<file path="config.mk">
export PLATFORM = sky130hd
export DESIGN_NAME = axi_burst_master_flat
export DESIGN_NICKNAME = d
export VERILOG_FILES = /design/src/rtl/axi_if.sv /design/src/rtl/axi_burst_master.sv /design/src/flat_wrapper.sv
export SDC_FILE = /design/constraint.sdc
export NUM_CORES = 1
export LEC_CHECK = 0
export ABC_CLOCK_PERIOD_IN_PS = 7220
export CORE_AREA = 2 2 115 117
export CTS_CLUSTER_SIZE = 28
export DETAILED_ROUTE_END_ITERATION = 7
export DIE_AREA = 0 0 117 119
export PLACE_DENSITY = 0.78
export SLEW_MARGIN = 30
export SYNTH_ARGS = -nofsm -noshare
export SYNTH_HDL_FRONTEND = slang
export SYNTH_SLANG_ARGS = --single-unit
export TNS_END_PERCENT = 5
</file>
<file path="constraint.sdc">
create_clock -name aclk -period 7.22 [get_ports aclk]
set_input_delay 1.805 -clock aclk [delete_from_list [all_inputs] [get_ports aclk]]
set_output_delay 1.805 -clock aclk [all_outputs]
set_load 0.03 [all_outputs]
</file>
<file path="src/rtl/axi_if.sv">
// AXI4 bus bundle (AR/R/AW/W/B) between the burst master and a slave.
// Master drives addresses, write data and the R/B readies.
interface axi_if #(
    parameter int ADDR_W = 32,
    parameter int DATA_W = 32
);
    logic [ADDR_W-1:0]   araddr;
    logic [7:0]          arlen;
    logic [2:0]          arsize;
    logic [1:0]          arburst;
    logic                arvalid;
    logic                arready;

    logic [DATA_W-1:0]   rdata;
    logic [1:0]          rresp;
    logic                rlast;
    logic                rvalid;
    logic                rready;

    logic [ADDR_W-1:0]   awaddr;
    logic [7:0]          awlen;
    logic [2:0]          awsize;
    logic [1:0]          awburst;
    logic                awvalid;
    logic                awready;

    logic [DATA_W-1:0]   wdata;
    logic [DATA_W/8-1:0] wstrb;
    logic                wlast;
    logic                wvalid;
    logic                wready;

    logic [1:0]          bresp;
    logic                bvalid;
    logic                bready;

    modport master (
        output araddr, arlen, arsize, arburst, arvalid,
        input  arready,
        input  rdata, rresp, rlast, rvalid,
        output rready,
        output awaddr, awlen, awsize, awburst, awvalid,
        input  awready,
        output wdata, wstrb, wlast, wvalid,
        input  wready,
        input  bresp, bvalid,
        output bready
    );

    modport slave (
        input  araddr, arlen, arsize, arburst, arvalid,
        output arready,
        output rdata, rresp, rlast, rvalid,
        input  rready,
        input  awaddr, awlen, awsize, awburst, awvalid,
        output awready,
        input  wdata, wstrb, wlast, wvalid,
        output wready,
        output bresp, bvalid,
        input  bready
    );
endinterface

</file>
<file path="src/rtl/axi_burst_master.sv">
// Single-outstanding AXI4 burst master: one command becomes one FIXED/INCR
// burst, read data passes straight through, and the worst response is kept.
module axi_burst_master #(
    parameter int ADDR_W  = 32,
    parameter int DATA_W  = 32,
    parameter int MAX_LEN = 16
) (
    input  logic              aclk,
    input  logic              areset_n,
    input  logic              cmd_valid,
    output logic              cmd_ready,
    input  logic              cmd_write,
    input  logic [ADDR_W-1:0] cmd_addr,
    input  logic [7:0]        cmd_len,
    input  logic [1:0]        cmd_burst,
    input  logic              wd_valid,
    output logic              wd_ready,
    input  logic [DATA_W-1:0] wd_data,
    output logic              rd_valid,
    input  logic              rd_ready,
    output logic [DATA_W-1:0] rd_data,
    output logic              rd_last,
    output logic              done,
    output logic [1:0]        resp,
    output logic              err_cmd,
    output logic              busy,
    axi_if.master             m_axi
);
    localparam logic [2:0] SIZE   = (DATA_W == 64) ? 3'd3 : 3'd2;
    localparam logic [8:0] MAX_L  = 9'(MAX_LEN);
    localparam logic [1:0] FIXED  = 2'b00;
    localparam logic [1:0] INCR   = 2'b01;
    localparam logic [1:0] OKAY   = 2'b00;
    localparam logic [1:0] SLVERR = 2'b10;

    typedef enum logic [2:0] {
        IDLE, RADDR, RDATA, WADDR, WDATA, WRESP, DONE
    } state_t;

    state_t state, state_nx;

    logic [ADDR_W-1:0] addr_q;
    logic [7:0]        len_q;
    logic [7:0]        beat_cnt;
    logic [1:0]        burst_q;
    logic [1:0]        resp_q;
    logic              err_q;

    logic        cmd_hs, reject, last_beat;
    logic        r_hs, w_hs, b_hs, a_hs;
    logic [13:0] span;
    logic [1:0]  r_code;

    assign cmd_hs    = cmd_valid && (state == IDLE);
    assign span      = ({6'd0, cmd_len} + 14'd1) << SIZE;
    assign reject    = ({1'b0, cmd_len} >= MAX_L)
                    || (cmd_burst != FIXED && cmd_burst != INCR)
                    || (cmd_burst == INCR
                        && ({2'b0, cmd_addr[11:0]} + span) > 14'd4096);
    assign last_beat = beat_cnt == len_q;

    assign a_hs = (state == RADDR && m_axi.arready)
               || (state == WADDR && m_axi.awready);
    assign r_hs = state == RDATA && m_axi.rvalid && rd_ready;
    assign w_hs = state == WDATA && wd_valid && m_axi.wready;
    assign b_hs = state == WRESP && m_axi.bvalid;

    // A slave rlast that disagrees with our own beat count is a protocol error.
    assign r_code = (m_axi.rlast != last_beat && m_axi.rresp < SLVERR)
                  ? SLVERR : m_axi.rresp;

    assign err_cmd = err_q;
    assign resp    = resp_q;

    always_ff @(posedge aclk or negedge areset_n) begin
        if (!areset_n) state <= IDLE;
        else           state <= state_nx;
    end

    always_comb begin
        state_nx        = state;
        cmd_ready       = 1'b0;
        busy            = state != IDLE;
        done            = 1'b0;
        wd_ready        = 1'b0;
        rd_valid        = 1'b0;
        rd_data         = '0;
        rd_last         = 1'b0;
        m_axi.araddr    = '0;
        m_axi.arlen     = '0;
        m_axi.arsize    = '0;
        m_axi.arburst   = '0;
        m_axi.arvalid   = 1'b0;
        m_axi.rready    = 1'b0;
        m_axi.awaddr    = '0;
        m_axi.awlen     = '0;
        m_axi.awsize    = '0;
        m_axi.awburst   = '0;
        m_axi.awvalid   = 1'b0;
        m_axi.wdata     = '0;
        m_axi.wstrb     = '0;
        m_axi.wlast     = 1'b0;
        m_axi.wvalid    = 1'b0;
        m_axi.bready    = 1'b0;
        unique case (state)
            IDLE: begin
                cmd_ready = 1'b1;
                if (cmd_valid && !reject)
                    state_nx = cmd_write ? WADDR : RADDR;
            end
            RADDR: begin
                m_axi.araddr  = addr_q;
                m_axi.arlen   = len_q;
                m_axi.arsize  = SIZE;
                m_axi.arburst = burst_q;
                m_axi.arvalid = 1'b1;
                if (m_axi.arready) state_nx = RDATA;
            end
            RDATA: begin
                m_axi.rready = rd_ready;
                rd_valid     = m_axi.rvalid;
                rd_data      = m_axi.rdata;
                rd_last      = m_axi.rlast;
                if (m_axi.rvalid && rd_ready && last_beat)
                    state_nx = DONE;
            end
            WADDR: begin
                m_axi.awaddr  = addr_q;
                m_axi.awlen   = len_q;
                m_axi.awsize  = SIZE;
                m_axi.awburst = burst_q;
                m_axi.awvalid = 1'b1;
                if (m_axi.awready) state_nx = WDATA;
            end
            WDATA: begin
                m_axi.wvalid = wd_valid;
                m_axi.wdata  = wd_data;
                m_axi.wstrb  = '1;
                m_axi.wlast  = last_beat;
                wd_ready     = m_axi.wready;
                if (wd_valid && m_axi.wready && last_beat)
                    state_nx = WRESP;
            end
            WRESP: begin
                m_axi.bready = 1'b1;
                if (m_axi.bvalid) state_nx = DONE;
            end
            DONE: begin
                done     = 1'b1;
                state_nx = IDLE;
            end
            default: state_nx = IDLE;
        endcase
    end

    always_ff @(posedge aclk or negedge areset_n) begin
        if (!areset_n) begin
            addr_q   <= '0;
            len_q    <= '0;
            burst_q  <= FIXED;
            beat_cnt <= '0;
            resp_q   <= OKAY;
            err_q    <= 1'b0;
        end else begin
            err_q <= cmd_hs && reject;
            if (cmd_hs) begin
                addr_q  <= cmd_addr;
                len_q   <= cmd_len;
                burst_q <= cmd_burst;
                resp_q  <= OKAY;
            end
            if (a_hs)
                beat_cnt <= '0;
            else if (r_hs || w_hs)
                beat_cnt <= beat_cnt + 8'd1;
            if (r_hs && r_code > resp_q)
                resp_q <= r_code;
            if (b_hs && m_axi.bresp > resp_q)
                resp_q <= m_axi.bresp;
        end
    end
endmodule

</file>
<file path="src/flat_wrapper.sv">
// flat-port wrapper written by rule: the top's interface ports become plain ports
module axi_burst_master_flat 
#(
    parameter int ADDR_W  = 32,
    parameter int DATA_W  = 32,
    parameter int MAX_LEN = 16
)
  (aclk, areset_n, cmd_valid, cmd_ready, cmd_write, cmd_addr, cmd_len, cmd_burst, wd_valid, wd_ready, wd_data, rd_valid, rd_ready, rd_data, rd_last, done, resp, err_cmd, busy, m_axi_araddr, m_axi_arlen, m_axi_arsize, m_axi_arburst, m_axi_arvalid, m_axi_arready, m_axi_rdata, m_axi_rresp, m_axi_rlast, m_axi_rvalid, m_axi_rready, m_axi_awaddr, m_axi_awlen, m_axi_awsize, m_axi_awburst, m_axi_awvalid, m_axi_awready, m_axi_wdata, m_axi_wstrb, m_axi_wlast, m_axi_wvalid, m_axi_wready, m_axi_bresp, m_axi_bvalid, m_axi_bready);
  axi_if #(.ADDR_W(ADDR_W), .DATA_W(DATA_W)) m_axi_i ();
  input  logic aclk;
  input  logic areset_n;
  input  logic cmd_valid;
  output logic cmd_ready;
  input  logic cmd_write;
  input  logic [ADDR_W-1:0] cmd_addr;
  input  logic [7:0] cmd_len;
  input  logic [1:0] cmd_burst;
  input  logic wd_valid;
  output logic wd_ready;
  input  logic [DATA_W-1:0] wd_data;
  output logic rd_valid;
  input  logic rd_ready;
  output logic [DATA_W-1:0] rd_data;
  output logic rd_last;
  output logic done;
  output logic [1:0] resp;
  output logic err_cmd;
  output logic busy;
  output wire logic [$bits(m_axi_i.araddr)-1:0] m_axi_araddr;
  output wire logic [$bits(m_axi_i.arlen)-1:0] m_axi_arlen;
  output wire logic [$bits(m_axi_i.arsize)-1:0] m_axi_arsize;
  output wire logic [$bits(m_axi_i.arburst)-1:0] m_axi_arburst;
  output wire logic [$bits(m_axi_i.arvalid)-1:0] m_axi_arvalid;
  input wire logic [$bits(m_axi_i.arready)-1:0] m_axi_arready;
  input wire logic [$bits(m_axi_i.rdata)-1:0] m_axi_rdata;
  input wire logic [$bits(m_axi_i.rresp)-1:0] m_axi_rresp;
  input wire logic [$bits(m_axi_i.rlast)-1:0] m_axi_rlast;
  input wire logic [$bits(m_axi_i.rvalid)-1:0] m_axi_rvalid;
  output wire logic [$bits(m_axi_i.rready)-1:0] m_axi_rready;
  output wire logic [$bits(m_axi_i.awaddr)-1:0] m_axi_awaddr;
  output wire logic [$bits(m_axi_i.awlen)-1:0] m_axi_awlen;
  output wire logic [$bits(m_axi_i.awsize)-1:0] m_axi_awsize;
  output wire logic [$bits(m_axi_i.awburst)-1:0] m_axi_awburst;
  output wire logic [$bits(m_axi_i.awvalid)-1:0] m_axi_awvalid;
  input wire logic [$bits(m_axi_i.awready)-1:0] m_axi_awready;
  output wire logic [$bits(m_axi_i.wdata)-1:0] m_axi_wdata;
  output wire logic [$bits(m_axi_i.wstrb)-1:0] m_axi_wstrb;
  output wire logic [$bits(m_axi_i.wlast)-1:0] m_axi_wlast;
  output wire logic [$bits(m_axi_i.wvalid)-1:0] m_axi_wvalid;
  input wire logic [$bits(m_axi_i.wready)-1:0] m_axi_wready;
  input wire logic [$bits(m_axi_i.bresp)-1:0] m_axi_bresp;
  input wire logic [$bits(m_axi_i.bvalid)-1:0] m_axi_bvalid;
  output wire logic [$bits(m_axi_i.bready)-1:0] m_axi_bready;
  assign m_axi_araddr = m_axi_i.araddr;
  assign m_axi_arlen = m_axi_i.arlen;
  assign m_axi_arsize = m_axi_i.arsize;
  assign m_axi_arburst = m_axi_i.arburst;
  assign m_axi_arvalid = m_axi_i.arvalid;
  assign m_axi_i.arready = m_axi_arready;
  assign m_axi_i.rdata = m_axi_rdata;
  assign m_axi_i.rresp = m_axi_rresp;
  assign m_axi_i.rlast = m_axi_rlast;
  assign m_axi_i.rvalid = m_axi_rvalid;
  assign m_axi_rready = m_axi_i.rready;
  assign m_axi_awaddr = m_axi_i.awaddr;
  assign m_axi_awlen = m_axi_i.awlen;
  assign m_axi_awsize = m_axi_i.awsize;
  assign m_axi_awburst = m_axi_i.awburst;
  assign m_axi_awvalid = m_axi_i.awvalid;
  assign m_axi_i.awready = m_axi_awready;
  assign m_axi_wdata = m_axi_i.wdata;
  assign m_axi_wstrb = m_axi_i.wstrb;
  assign m_axi_wlast = m_axi_i.wlast;
  assign m_axi_wvalid = m_axi_i.wvalid;
  assign m_axi_i.wready = m_axi_wready;
  assign m_axi_i.bresp = m_axi_bresp;
  assign m_axi_i.bvalid = m_axi_bvalid;
  assign m_axi_bready = m_axi_i.bready;
  axi_burst_master #(.ADDR_W(ADDR_W), .DATA_W(DATA_W), .MAX_LEN(MAX_LEN)) u_core (.aclk(aclk), .areset_n(areset_n), .cmd_valid(cmd_valid), .cmd_ready(cmd_ready), .cmd_write(cmd_write), .cmd_addr(cmd_addr), .cmd_len(cmd_len), .cmd_burst(cmd_burst), .wd_valid(wd_valid), .wd_ready(wd_ready), .wd_data(wd_data), .rd_valid(rd_valid), .rd_ready(rd_ready), .rd_data(rd_data), .rd_last(rd_last), .done(done), .resp(resp), .err_cmd(err_cmd), .busy(busy), .m_axi(m_axi_i));
endmodule
</file>
==> impl_metrics.tcl, run 1 <==
set metrics [dict create \
    status "completed" \
    period_share_pct 69.6 \
    timing.max_cap.violations 0 \
    yosysUniqueCellTypes 51 \
    first_pass_iters 4 \
    crit_chain "clkdlybuf4s50_1 > and2_1 > clkdlybuf4s50_1" \
    gp_congestion 0.831 \
    period_minus_slack_ns 5.03 \
    clock_path_buffers 2 \
    r2r_slack_ns 4.46 \
    numPortBuffers 290 \
    hold_viol 0 \
    cts_tree "built" \
    reg2reg_from "u_core.len_q[0]$_DFFE_PN0P_" \
    drc 0 \
    clkTransAtPathRegs_ns 0.07 \
    worstPathRequired_ns 5.41 \
    crit_fanout 4 \
    viasPerCell 4.58 \
    mostFrequentLayoutCell "clkdlybuf4s50_1" \
    powerDensity_nw_per_um2 303 \
    crit_path_end_kind "primary output" \
    cts_buffers 5 \
    grt_util_all_layers_pct 21.7 \
    crit_path_start_kind "input port" \
    cts_resized 0 \
    cts_sinks 56 \
    die_w_um 117 \
    grt_antenna_before_repair 0 \
    fp.dieH_um 119 \
    design_area_sq_um 7500 \
    layout_common_cells "289 x clkdlybuf4s50_1, 155 x and2_1, 133 x nand2_1" \
    crit_buf_inv 2 \
    ys.flop_type "dfrtp_1" \
    slew-limit-headroom_pct 50.1 \
    grt_setup_unrepaired "no" \
    hold_end "u_core.addr_q[25]$_DFFE_PN0P_" \
    worstHoldPathType "reg2reg" \
    grt-ovfl-total 0 \
    wirelength_mm 15.6 \
    fmax_mhz 199 \
    n_fill_cell 1184 \
    rows 42 \
    tightest_slew_ns 0.748 \
    finalSetupViolCount 0 \
    io_pins 295 \
    grt_max_degree 57 \
    initial_core_util_pct 33.4 \
    netlist_instances 553 \
    utilization_pct 58.2 \
    yosysSeqAreaShare_pct 32.6 \
    synth_warnings 0 \
    setup_tns_ns 0 \
    min_path_cells 2 \
    area_growth_pct 74.4 \
    place_area_sq_um 7330 \
    postLayoutSetupSlackWorst_ns 2.19 \
    drv_slew 0 \
    max_stage_delay_ns 0.75 \
    fin_skew_ns 0.00659 \
    crit_top_cell "clkdlybuf4s50_1" \
    worstRegToRegCells 10 \
    hold_path_startpoint "u_core.addr_q[25]$_DFFE_PN0P_" \
    dieArea_sq_um 13900 \
    worst-setup-path-type "in2out" \
    cts_hold_buf 0 \
    via_count 4591 \
    leakage_uw 0.00325 \
    clkLatencyLatePin_ns 0.29 \
    drtAntennaViolNets 0 \
    avgSynthCellArea_sq_um 7.77 \
    cts_root_buffer "clkbuf_16" \
    fin_nets 966 \
    hpwl_mm 12.6 \
    grt_pass1_vias 4313 \
    cpMaxStageDelayCell "clkdlybuf4s50_1" \
    synth-seq-cells 56 \
    dp_slack_ns 2.22 \
    post_drt_wl_per_cell_um 15.6 \
    worstReg2RegEnd "u_core.resp[1]$_DFFE_PN0P_" \
    htreeDepth 2 \
    drtIter0Drc 206 \
    vdd_ir_drop_max_mv 0.101 \
    async_flop_share_pct 100 \
    diodes 0 \
    grt_pass1_wl_mm 23.5 \
    cts_setup_buffers 0 \
    core_sq_um 12900 \
    crit_family "buffers and inverters" \
    synth_enable_flop_cells 0 \
    final_layout_size_suffix_gt1_share_pct 3.15 \
    worstPathArrival_ns 3.22 \
    synth_area_sq_um 4300 \
]
how the worst max path moves through the flow:
stage / start / endpoint / cells past startpoint
global route: m_axi_rvalid / rd_valid / 3
detailed placement: m_axi_rvalid / rd_valid / 3
CTS: m_axi_rvalid / rd_valid / 3
global placement: m_axi_rvalid / rd_valid / 3
finish: m_axi_rvalid / rd_valid / 3
floorplan: cmd_len[0] / u_core.state[2]$_DFFE_PN0P_ / 11
per-layer routing:
metal,GRT usage (%),vias up,routed length (um),share of wire [%]
met5,0,-,0,0
met4,6.10,0,359,2.3
met3,4.63,21,1280,8.2
met2,40.0,165,8010,51
met1,24.8,2099,5980,38
li1,-,2306,-,-
flip-flops by register name, indices dropped and copies added (netlist names):
signal           flops
u_core.resp          2
u_core.burst_q       2
u_core.addr_q       32
u_core.state         3
u_core.err_cmd       1
u_core.beat_cnt      8
u_core.len_q         8
synthesized netlist by cell type, types with 3 or more instances:
master      n  area (sq um)
and2_1    155           970
nand2_1   133           499
dfrtp_1    56          1400
clkbuf_1   22          82.6
nor2_1     22          82.6
ha_1       18           225
xnor2_1    14           123
inv_1      13          48.8
o21ai_0    11          55.1
nand3_1    10          50.1
xor2_1     10          87.6
buf_4       9          67.6
a21oi_1     7          35.0
and3_1      7          43.8
a211oi_1    4          30.0
nor3_1      4          20.0
buf_2       3          15.0
nand2b_1    3          18.8
nor2b_1     3          18.8
nor4_1      3          18.8
o31ai_1     3          22.5
or2_2       3          18.8
area by class of cell:
type | count | area (sq um) | area share, %
clock inverter | 2 | 35.0 | 0.467
timing repair buffer | 297 | 2960 | 39.5
multi-input combinational | 452 | 2700 | 36.0
clock buffer | 6 | 129 | 1.72
sequential | 56 | 1400 | 18.7
tap | 176 | 220 | 2.94
inverter | 13 | 48.8 | 0.651
per-stage QoR:
| stage | power (uW) | instances | hold slack [ns] |
|---|---|---|---|
| floorplan | 1430 | 556 | 0.451 |
| global placement | 1980 | 992 | 0.465 |
| detailed placement | 2020 | 994 | 0.469 |
| CTS | 2300 | 1002 | 0.488 |
| global route | 2430 | 1002 | 0.516 |
| finish | 2270 | 1002 | 0.484 |
kinds of logic after synthesis:
group / Yosys count / synth area share, %
flops: 56 / 32.6
buf+inv: 48 / 5.07
other cells: 1 / 0.0873
compound gates: 48 / 8.09
fa+ha+maj: 19 / 5.71
xor+xnor: 24 / 4.89
mux: 4 / 0.990
simple gates: 353 / 42.6
power breakdown:
part / total (uW) / switching [uW] / leakage [uW] / internal (uW)
clock: 273 / 110 / 0.0000808 / 163
sequential: 583 / 138 / 0.000713 / 444
combinational: 1420 / 804 / 0.00245 / 612
worst min-delay path, stage by stage, from the launching register on:
cell and delay [ns]:
dfrtp_1 0.35, nand2_1 0.05, nand2_1 0.05
Power figures use the tool's default switching activity.
==> run 2, diff against run 1 <==
Settings changed: ABC_CLOCK_PERIOD_IN_PS 7220 to 4050, CORE_AREA 2 2 115 117 to unset, CORE_UTILIZATION set to 33, DIE_AREA 0 0 117 119 to unset, PLACE_DENSITY 0.78 to 0.79.
Clock period 7.22 ns to 4.05 ns, I/O delays scaled along.
==> run 2 against run 1 <==
Effect of this change: sequential power up 78%; non-clock buffer count up 8; highest routed layer unchanged; routed wire length rose by 5.3%; utilization increased by 1.2 points; register-to-register slack got worse by 3.2 ns; count of clock-buffer cells in the layout shrank 1; power increased by 76%.
==> impl_metrics.tcl, run 2 (synthesis gave the netlist of run 1 again) <==
set metrics [dict create \
    status "completed" \
    powerDensity_nw_per_um2 531 \
    leakage_uw 0.00328 \
    place_area_sq_um 7370 \
    worst-setup-path-type "in2reg" \
    utilization_pct 59.4 \
    design_area_sq_um 7530 \
    whs_ns 0.491 \
    drtIter0Drc 164 \
    clkTransAtPathRegs_ns 0.08 \
    numPortBuffers 290 \
    wirelength_mm 16.4 \
    clock_path_buffers 2 \
    period_share_pct 95.4 \
    grt-ovfl-total 0 \
    core_sq_um 12700 \
    grt_max_degree 46 \
    htreeDepth 2 \
    io_pins 295 \
    die_w_um 116 \
    grt_pass1_wl_mm 24.3 \
    gp_congestion 0.916 \
    layout_common_cells "289 x clkdlybuf4s50_1, 155 x and2_1, 133 x nand2_1" \
    cts_buffers 5 \
    rows 41 \
    reg.largest.list "u_core.addr_q x32, u_core.beat_cnt x8, u_core.len_q x8" \
    grt_pass1_vias 4473 \
    first_pass_iters 4 \
    drv_slew 0 \
    place_inst 998 \
    worstHoldPathType "reg2reg" \
    finalNonFillerCells 1008 \
    fin_skew_ns 0.00651 \
    largest_register_ffs 32 \
    fin_nets 974 \
    grt_setup_unrepaired "no" \
    drc 0 \
    cts_tree "built" \
    dieArea_sq_um 13500 \
    cts_root_buffer "clkbuf_16" \
    drtAntennaViolNets 0 \
    viasPerCell 4.62 \
    setup_tns_ns 0 \
    area_growth_pct 75.1 \
    hpwl_mm 13.4 \
    slew-limit-headroom_pct 59.4 \
    mostFrequentLayoutCell "clkdlybuf4s50_1" \
    regMostFlops "u_core.addr_q" \
    via_count 4656 \
    initial_core_util_pct 33.9 \
    tightest_slew_ns 0.609 \
    vdd_ir_drop_max_mv 0.284 \
    finalSetupViolCount 0 \
    worstPathRequired_ns 4.23 \
    clkLatencyLatePin_ns 0.29 \
    worstRegToRegCells 10 \
    final_layout_size_suffix_gt1_share_pct 4.32 \
    timing.max_cap.violations 0 \
    hold_viol 0 \
    cts_hold_buf 0 \
    fp.dieH_um 116 \
    n_fill_cell 1168 \
    min_path_cells 2 \
    crit_path_end_kind "flop" \
    post_drt_wl_per_cell_um 16.3 \
    crit_fanout 5 \
    cts_sinks 56 \
    worstPathArrival_ns 4.05 \
    period_minus_slack_ns 3.86 \
    crit_path_start_kind "input port" \
    grt_antenna_before_repair 2 \
    grt_util_all_layers_pct 23.8 \
    fmax_mhz 259 \
]
## run 2: final timing paths
path                                                  to                          start  slack [ns]
min                        u_core.addr_q[14]$_DFFE_PN0P_  u_core.addr_q[14]$_DFFE_PN0P_        0.49
max reg2reg                   u_core.resp[1]$_DFFE_PN0P_    u_core.len_q[0]$_DFFE_PN0P_        1.29
max                          u_core.state[2]$_DFFE_PN0P_                     cmd_len[4]        0.19
min reg2reg                u_core.addr_q[14]$_DFFE_PN0P_  u_core.addr_q[14]$_DFFE_PN0P_        0.49
max in group asynchronous    u_core.len_q[3]$_DFFE_PN0P_                       areset_n        2.49
min in group asynchronous  u_core.addr_q[14]$_DFFE_PN0P_                       areset_n        0.71
## run 2: critical path, stage by stage
cell and delay [ns]:
clkdlybuf4s50_1 0.59, and3_1 0.19, nand3_1 0.12, or2_2 0.33, xnor2_1 0.14, ha_1 0.30
o21ai_0 0.11, a311o_1 0.37, nor3_1 0.19, o2111a_2 0.24, a31o_4 0.16, mux2_1 0.31
## run 2: repair_timing
| item | 4_1_cts | 5_1_grt |
|---|---|---|
| gates resized for setup | 0 | 2 |
| buffers inserted | 0 | 0 |
| setup endpoints to repair | 0 | 2 |
## run 2: cell type report
type                       instances  area [sq um]  share of cell area [%]
multi-input combinational        452          2700                    35.8
tap                              172           215                    2.86
inverter                          13          48.8                   0.648
timing repair buffer             305          3010                    40.0
sequential                        56          1400                    18.6
clock buffer                       5           125                    1.66
antenna                            2          5.00                  0.0665
clock inverter                     3          22.5                   0.299
## run 2: per-layer routing
layer / part of all wire (%) / wire length (um) / GRT usage, % / vias to the layer above
met3: 7.6 / 1250 / 5.50 / 20
met2: 50 / 8200 / 41.9 / 190
li1: - / - / - / 2324
met5: 0 / 0 / 0 / -
met4: 2.2 / 365 / 7.18 / 0
met1: 40 / 6640 / 29.0 / 2122
## run 2: per-stage QoR
step / setup WS (ns) / power (uW)
global route: 0.00991 / 4280
global placement: -0.0697 / 3530
finish: 0.186 / 4000
CTS: 0.158 / 4030
detailed placement: -0.118 / 3580
floorplan: 0.683 / 2540
## run 2: power by group
part / switching, uW / total (uW) / internal (uW)
Combinational: 1420 / 2520 / 1090
Clock: 208 / 440 / 232
Sequential: 247 / 1040 / 792
==> run 3, diff against run 2 <==
Settings changed: REMOVE_ABC_BUFFERS set to 1.
==> run 3 against run 2 <==
Effect of this change: first-iteration DRC count up 38%; setup slack better by 0.059 ns; final area up 0.23%; register-to-register slack better by 0.04 ns; sequential share of layout area about the same; maximum frequency up 1.6%; global-route usage down 1.4 points; via count down 0.84%; die area unchanged; critical path depth unchanged; critical path type unchanged.
==> impl_metrics.tcl, run 3 (synthesis gave the netlist of run 1 again) <==
set metrics [dict create \
    cts_buffers 5 \
    worstReg2RegEnd "u_core.resp[1]$_DFFE_PN0P_" \
    drtIter0Drc 227 \
    dieArea_sq_um 13500 \
    hold_path_startpoint "u_core.addr_q[25]$_DFFE_PN0P_" \
    worstPathRequired_ns 4.23 \
    leakage_uw 0.00328 \
    area_growth_pct 75.5 \
    final_layout_size_suffix_gt1_share_pct 4.67 \
    max_stage_delay_ns 0.52 \
    grt_setup_unrepaired "no" \
    rows 41 \
    top_usage_layer "met2" \
    crit_family "compound AO/OA/AOI/OAI gates" \
    r2r_slack_ns 1.33 \
    clkLatencyLatePin_ns 0.30 \
    fin_skew_ns 0.0100 \
    period_minus_slack_ns 3.80 \
    crit_path_start_kind "input port" \
    timing.max_cap.violations 0 \
    clkTransAtPathRegs_ns 0.07 \
    mostFrequentLayoutCell "clkdlybuf4s50_1" \
    numPortBuffers 290 \
    worstRegToRegCells 10 \
    cts_tree "built" \
    grt_max_degree 46 \
    period_share_pct 93.9 \
    via_count 4617 \
    reg.largest.list "u_core.addr_q x32, u_core.beat_cnt x8, u_core.len_q x8" \
    crit_fanout 4 \
    fp.dieH_um 116 \
    min_path_cells 2 \
    place_inst 1001 \
    largest_register_ffs 32 \
    tightest_slew_ns 0.651 \
    viasPerCell 4.58 \
    regMostFlops "u_core.addr_q" \
    powerDensity_nw_per_um2 530 \
    globalRouteMet3Util_pct 4.46 \
    diodes 0 \
    cpMaxStageDelayCell "clkdlybuf4s50_1" \
    gp_congestion 0.827 \
    slew-limit-headroom_pct 56.5 \
    layout_common_cells "289 x clkdlybuf4s50_1, 155 x and2_1, 132 x nand2_1" \
    grt_antenna_before_repair 0 \
    wirelength_mm 15.8 \
    crit_top_cell "ha_1" \
    cts_sinks 56 \
    crit_path_end_kind "flop" \
    hpwl_mm 12.7 \
    finalSetupViolCount 0 \
    core_sq_um 12700 \
    grt-ovfl-total 0 \
    post_drt_wl_per_cell_um 15.7 \
    reg2reg_from "u_core.beat_cnt[0]$_DFFE_PN0P_" \
    globalRouteMet1Util_pct 32.1 \
    hold_end "u_core.addr_q[25]$_DFFE_PN0P_" \
    worstHoldPathType "reg2reg" \
    drv_slew 0 \
    fin_nets 977 \
    initial_core_util_pct 33.9 \
    use_met2_pct 35.9 \
    vdd_ir_drop_max_mv 0.263 \
    worstPathArrival_ns 3.98 \
    hold_viol 0 \
    htreeDepth 2 \
    worst-setup-path-type "in2reg" \
    design_power_total_uw 4000 \
    status "completed" \
    clock_path_buffers 2 \
    drc 0 \
    crit_buf_inv 1 \
    grt_pass1_wl_mm 23.1 \
    die_w_um 116 \
    first_pass_iters 4 \
    grt_util_all_layers_pct 22.5 \
    grt_pass1_vias 4234 \
    drtAntennaViolNets 0 \
    cts_setup_buffers 0 \
    fmax_mhz 263 \
    io_pins 295 \
    cts_root_buffer "clkbuf_16" \
    utilization_pct 59.5 \
    finalNonFillerCells 1008 \
    crit_chain "clkdlybuf4s50_1 > ha_1 > nand3_1 > xnor2_1 > ha_1 > o21ai_0 > or2_1 > o2111a_1 > a311oi_2 > o2111a_2 > a31o_4 > mux2_1" \
]
run 3: changes by cell type in the layout (fill, tap and decap cells not counted):
cell        change
nor2_1          +1
nand2_2         +1
diode_2         -2
buf_4           +3
a311oi_2        +1
a311oi_1        -1
nor2_2          -1
clkinv_4        -1
clkinvlp_4      +1
nand2_1         -1
clkinv_2        -1
run 3: final cells by class:
cell class	instances	area, sq um
Timing Repair Buffer	308	3030
Sequential cell	56	1400
Fill cell	1166	5130
Inverter	13	48.8
Clock buffer	5	125
Tap cell	172	215
Clock inverter	2	16.3
Multi-Input combinational cell	452	2700
run 3: tightest hold or removal path, cell delays in order (launching register included):
cell and delay, ns:
dfrtp_1 0.34, nand2_1 0.05, nand2_1 0.06
run 3: repair_timing:
| item | in CTS | in global routing |
|---|---|---|
| setup endpoints to repair | 0 | 2 |
| resized for setup | 0 | 2 |
| hold buffers | 0 | 0 |
run 3: how the worst max path moves through the flow:
stage,startpoint,to,slack [ns],depth (start not counted)
3_3_place_gp,cmd_len[0],u_core.state[2]$_DFFE_PN0P_,-0.004,12
6_report,cmd_len[0],u_core.state[2]$_DFFE_PN0P_,0.25,12
4_1_cts,cmd_len[0],u_core.state[2]$_DFFE_PN0P_,0.21,12
5_1_grt,cmd_len[0],u_core.state[2]$_DFFE_PN0P_,0.02,13
3_5_place_dp,cmd_len[0],u_core.state[2]$_DFFE_PN0P_,-0.11,12
2_1_floorplan,u_core.state[1]$_DFFE_PN0P_,m_axi_araddr[0],0.27,3
run 3: report_power, final:
| part | total, uW | switching [uW] | internal (uW) |
|---|---|---|---|
| registers | 1020 | 227 | 792 |
| clock network | 428 | 199 | 228 |
| logic | 2550 | 1450 | 1110 |
| total | 4000 | 1880 | 2130 |
run 3: metrics by stage:
stage | worst slack [ns] | setup TNS [ns] | cell area [sq um] | hold slack (ns)
after floorplan | 0.274 | 0 | 4140 | 0.451
after global placement | -0.00428 | -0.00428 | 7400 | 0.465
after detailed placement | -0.106 | -0.117 | 7400 | 0.470
after CTS | 0.206 | 0 | 7540 | 0.487
after global routing | 0.0154 | 0 | 7540 | 0.518
final | 0.245 | 0 | 7540 | 0.482
run 3: layer usage:
layer / wire length [um] / part of all wire (%) / vias up
met2: 7140 / 45 / 149
met1: 7420 / 47 / 2139
met3: 1190 / 7.5 / 5
li1: - / - / 2324
met5: 0 / 0 / -
met4: 65 / 0.41 / 0
